[src/rtl/bg_scroll_renderer.sv]
// Scrolling background renderer: display coords -> scaled/wrapped source address
// -> palette lookup, as a 4-stage pix_en-gated pipeline.
`timescale 1ns/1ps
module bg_scroll_renderer #(
  parameter int SRC_W      = 320,
  parameter int SRC_H      = 240,
  parameter int SCALE_LOG2 = 1,
  parameter int IDX_W      = 4,
  parameter int ADDR_W     = 17
) (
  input  logic              Clk,
  input  logic              Reset,
  input  logic              pix_en,
  input  logic [9:0]        DrawX,
  input  logic [9:0]        DrawY,
  input  logic              blank,
  input  logic              frame_start,
  input  logic [9:0]        scroll_x_in,
  input  logic [9:0]        scroll_y_in,
  input  logic              scroll_we,
  input  logic              pal_we,
  input  logic [IDX_W-1:0]  pal_addr,
  input  logic [23:0]       pal_data,
  output logic [ADDR_W-1:0] mem_addr,
  input  logic [IDX_W-1:0]  mem_data,
  output logic [7:0]        red,
  output logic [7:0]        green,
  output logic [7:0]        blue,
  output logic              pix_valid
);

  localparam int                PAL_N = 2 ** IDX_W;
  localparam logic [10:0]       W11   = 11'(SRC_W);
  localparam logic [10:0]       H11   = 11'(SRC_H);
  localparam logic [ADDR_W-1:0] W_A   = ADDR_W'(SRC_W);

  function automatic logic [7:0] grey_level(input int i);
    return 8'((i * 255) / (PAL_N - 1));
  endfunction

  logic [9:0]  shadow_x, shadow_y, active_x, active_y;
  logic [9:0]  shadow_x_nxt, shadow_y_nxt;

  logic [9:0]  xs_c, ys_c;
  logic        in_range_c;
  logic [9:0]  xs0, ys0;
  logic        blank0, inr0;

  logic [10:0] sum_x, sum_y, sx, sy;
  logic [ADDR_W-1:0] addr_c;
  logic        blank1, inr1;

  logic [IDX_W-1:0] idx2;
  logic        blank2, inr2;

  logic [23:0] palette [PAL_N];

  // Out-of-range scroll writes are ignored so the wrap logic only ever needs one subtraction
  always_comb begin
    shadow_x_nxt = shadow_x;
    shadow_y_nxt = shadow_y;
    if (scroll_we && ({1'b0, scroll_x_in} < W11)) shadow_x_nxt = scroll_x_in;
    if (scroll_we && ({1'b0, scroll_y_in} < H11)) shadow_y_nxt = scroll_y_in;
  end

  always_ff @(posedge Clk) begin
    if (Reset) begin
      shadow_x <= '0;
      shadow_y <= '0;
      active_x <= '0;
      active_y <= '0;
    end else begin
      shadow_x <= shadow_x_nxt;
      shadow_y <= shadow_y_nxt;
      if (frame_start) begin
        active_x <= shadow_x_nxt;
        active_y <= shadow_y_nxt;
      end
    end
  end

  always_comb begin
    xs_c       = DrawX >> SCALE_LOG2;
    ys_c       = DrawY >> SCALE_LOG2;
    in_range_c = ({1'b0, xs_c} < W11) && ({1'b0, ys_c} < H11);
  end

  // Both operands are below the source size, so a single conditional subtract wraps
  always_comb begin
    sum_x  = {1'b0, xs0} + {1'b0, active_x};
    sum_y  = {1'b0, ys0} + {1'b0, active_y};
    sx     = (sum_x >= W11) ? (sum_x - W11) : sum_x;
    sy     = (sum_y >= H11) ? (sum_y - H11) : sum_y;
    addr_c = ADDR_W'(sy) * W_A + ADDR_W'(sx);
  end

  always_ff @(posedge Clk) begin
    if (Reset) begin
      xs0       <= '0;
      ys0       <= '0;
      blank0    <= 1'b0;
      inr0      <= 1'b0;
      mem_addr  <= '0;
      blank1    <= 1'b0;
      inr1      <= 1'b0;
      idx2      <= '0;
      blank2    <= 1'b0;
      inr2      <= 1'b0;
      red       <= '0;
      green     <= '0;
      blue      <= '0;
      pix_valid <= 1'b0;
    end else if (pix_en) begin
      xs0      <= xs_c;
      ys0      <= ys_c;
      blank0   <= blank;
      inr0     <= in_range_c;
      mem_addr <= addr_c;
      blank1   <= blank0;
      inr1     <= inr0;
      idx2     <= mem_data;
      blank2   <= blank1;
      inr2     <= inr1;
      if (blank2 && inr2) begin
        {red, green, blue} <= palette[idx2];
        pix_valid          <= 1'b1;
      end else begin
        {red, green, blue} <= '0;
        pix_valid          <= 1'b0;
      end
    end
  end

  // Palette writes ignore pix_en; a same-edge read in the output stage sees the old entry
  always_ff @(posedge Clk) begin
    if (Reset) begin
      for (int i = 0; i < PAL_N; i++) begin
        palette[i] <= {3{grey_level(i)}};
      end
    end else if (pal_we) begin
      palette[pal_addr] <= pal_data;
    end
  end

endmodule

[config.mk]
export PLATFORM = sky130hd
export DESIGN_NAME = bg_scroll_renderer
export DESIGN_NICKNAME = d
export VERILOG_FILES = /design/src/rtl/bg_scroll_renderer.sv
export SDC_FILE = /design/constraint.sdc
export NUM_CORES = 1
export LEC_CHECK = 0
export CORE_UTILIZATION = 60
export DETAILED_ROUTE_END_ITERATION = 10
export GPL_ROUTABILITY_DRIVEN = 0
export GPL_TIMING_DRIVEN = 0
export PLACE_DENSITY = 0.83
export SYNTH_ARGS = -nofsm -noshare
export SYNTH_HDL_FRONTEND = slang
export SYNTH_SLANG_ARGS = --single-unit
[constraint.sdc]
create_clock -name Clk -period 6.6 [get_ports Clk]
set_input_delay 1.32 -clock Clk [delete_from_list [all_inputs] [get_ports Clk]]
set_output_delay 1.32 -clock Clk [all_outputs]
set_load 0.1 [all_outputs]
==> metrics.csv <==
metric,value,unit
status,finished clean,
finClkSkew,0.0225,ns
grtUsageTotal,0.324,
slew_violations,0,
clockBufferDepth,3,
clk_pin_slew,0.06,ns
dp_slack,1.03,ns
critPathCaptureType,register,
cts.htree.levels,2,
synth_area,23000,sq um
ys_ff_latch,498,
place_area,24800,sq um
grt_max_degree,25,
cts_tree,yes,
layout-drive-gt1-share,0.139,
post_cts_buffers,0,
grt_remaining_overflow,0,
switching_share,0.249,
die_y,198,um
ios,121,
slew_headroom,0.127,
dieWidth,198,um
cts_buffers,50,
die_area,39100,sq um
drtPass1Iterations,7,
grt_pass1_wl,91800,um
finalSetupTns,0,ns
ys.warnings.count,0,
period_minus_slack,5.64,ns
final_hold_viol_count,0,
clock_sinks,498,
p_sw,1850,uW
route.detailed.drc,0,
drt-vias-per-instance,6.41,
fin_crit_sh,0.855,
ys.flop_type,edfxtp_1,
postSynthAreaPerCell,14.0,sq um
place_inst,2270,
setup_violations,0,
asyncSetResetFlopFracSynth,0,
power_density,280,nW/um^2
cts_hold_buf,0,
grt_pass1_vias,15300,
rsz0062_at_grt,false,
cp_slowest_stage_delay,0.49,ns
seqPwrFrac,0.485,
synth_enable_flop_cells,384,
dp_hpwl,43300,um
antenna_left,0,
critPathSlowestCell,fa_1,
synth-seq-area-share,0.600,
n_antenna_cell,0,
cp.arrival,6.16,ns
fin_area,26500,sq um
tightestPinTransition,1.30,ns
root_buffer,clkbuf_16,
critPathRequiredTime,7.11,ns
crit_path_start_kind,register,
power_frac_clock,0.393,
synthesis.nets,1765,
nNetsFinal,1935,
wl_per_cell,26.1,um
cap_viol_max_count,0,
hold_depth,2,
cp_max_fo,4,
final_cells,2362,
synth_cells,1641,
row_count,71,
core,37700,sq um
antenna_found_initial,2,
routed_wl,61600,um
ir_drop,247,uV
worstPathCellList,"ha_1, inv_1, fa_1, nor2b_4, o21ai_0, a21boi_0, ha_1, nand3_2, o21ai_2, nor2_2, xnor2_1, ha_1, fa_1, ha_1, o21a_1, o31ai_1, a21oi_1, and3_1, nand3_1, xnor3_1, xor2_1, a211oi_2",
p_comb_frac,0.122,
crit_path_frequent_cell,ha_1,
leakagePower,0.00907,uW
r2r_cells,22,
p_int,5580,uW
setup_ws,0.959,ns
initial_core_util,0.611,
drt-initial-drc-count,1380,
critPathKind,register to register,
hp-class,register to register,
area_growth_syn_to_layout,15.2,%
fmax,177,MHz
cts_repair_resize_count,0,
synth_cell_types,66,
vias,15100,
numPortBuffers,117,
clk_latency,0.62,ns
[Yosys cell counts (6+ instances only)]
cell      count  area [sq um]
a211oi_1     22           165
a21oi_1      25           125
a22oi_1      24           180
and2_1      193          1210
buf_2        11          55.1
clkbuf_1    115           432
dfxtp_1     114          2280
edfxtp_1    384         11500
ha_1         41           513
inv_1        18          67.6
mux2i_1      49           490
mux4_2      120          2700
nand2_1      17          63.8
nand2b_1     39           244
nand3_1       8          40.0
nor2_1      125           469
nor2b_1       7          43.8
nor3_1        9          45.0
o21a_1        6          45.0
o21ai_0      15          75.1
o21bai_1      6          45.0
or2_2        16           100
or3_1       170          1060
xnor2_1      19           166
xor2_1        9          78.8
[metal layers]
metal	GRT usage	vias up	routed length (um)
li1	-	6487	-
met1	0.408	7534	22100
met2	0.548	948	30600
met3	0.0639	174	6560
met4	0.137	2	2350
met5	0	-	13
[sequential cells by signal (all words and copies together) (netlist names), named ones only]
name and flops:
blank1 1, red 8, inr0 1, ys0 9, blue 8, green 8
blank0 1, idx2 4, xs0 9, active_y 10, active_x 10, blank2 1
inr1 1, pix_valid 1, shadow_y 10, palette 384, shadow_x 10, inr2 1
mem_addr 17
[metrics by stage]
step	total power, uW	util	hold slack [ns]
5_1_grt	7610	0.704	0.463
6_report	7440	0.704	0.442
3_3_place_gp	4510	0.659	0.420
4_1_cts	7430	0.704	0.439
3_5_place_dp	4550	0.660	0.430
2_1_floorplan	4240	-	0.410
[worst max-delay path: cells and delay by family (launching register included)]
kind | cells | cell delay (ns)
compound gates | 7 | 1.51
xor+xnor | 3 | 0.79
fa+ha+maj | 6 | 2.07
buf+inv | 1 | 0.06
flops | 1 | 0.36
simple gates | 5 | 0.75
[power groups by stage]
| stage | clock [uW] | sequential, uW | combinational (uW) |
|---|---|---|---|
| final | 2930 | 3610 | 905 |
| after CTS | 2930 | 3610 | 894 |
| after floorplan | 0 | 3730 | 503 |
| after detailed placement | 0 | 3670 | 882 |
| after global routing | 3040 | 3620 | 955 |
| after global placement | 0 | 3650 | 858 |
[final timing paths]
check	startpoint	endpoint	slack [ns]
setup reg to reg	active_y[0]	mem_addr[16]	0.96
setup / recovery	active_y[0]	mem_addr[16]	0.96
hold / removal	shadow_x[9]	shadow_x[9]	0.44
hold reg to reg	shadow_x[9]	shadow_x[9]	0.44
[cells by family (layout without fill, tap and decap cells)]
family                     after synthesis  count (layout)  synth area share
and+or+nand+nor                        606             606             0.150
DFF                                    498             498             0.600
muxes                                  172             172             0.141
buffers and inverters                  153             363            0.0272
AOI/OAI and AO/OA                      137             137            0.0439
adders and majority gates               45              45            0.0258
xor gates and xnor gates                30              30            0.0123
[cell type report]
cell class	count	area [sq um]
Buffer	134	554
Clock buffer	66	1400
Clock inverter	26	277
Fill cell	2485	11100
Inverter	19	71.3
Multi-Input combinational cell	990	8580
Sequential cell	498	13800
Tap cell	511	639
Timing Repair Buffer	118	1190
[cells in the final DEF, fill, tap and decap left out, types with 15 or more instances in the layout]
cell               n
edfxtp_1         384
and2_1           193
or3_1            170
nor2_1           125
clkbuf_1         122
mux4_2           120
clkdlybuf4s50_1  117
dfxtp_1          114
clkbuf_16         51
mux2i_1           49
ha_1              41
nand2b_1          39
a21oi_1           25
a22oi_1           24
a211oi_1          22
xnor2_1           19
inv_1             18
nand2_1           17
or2_2             16
o21ai_0           15
Note: power is estimated with default switching activity, not from simulation.
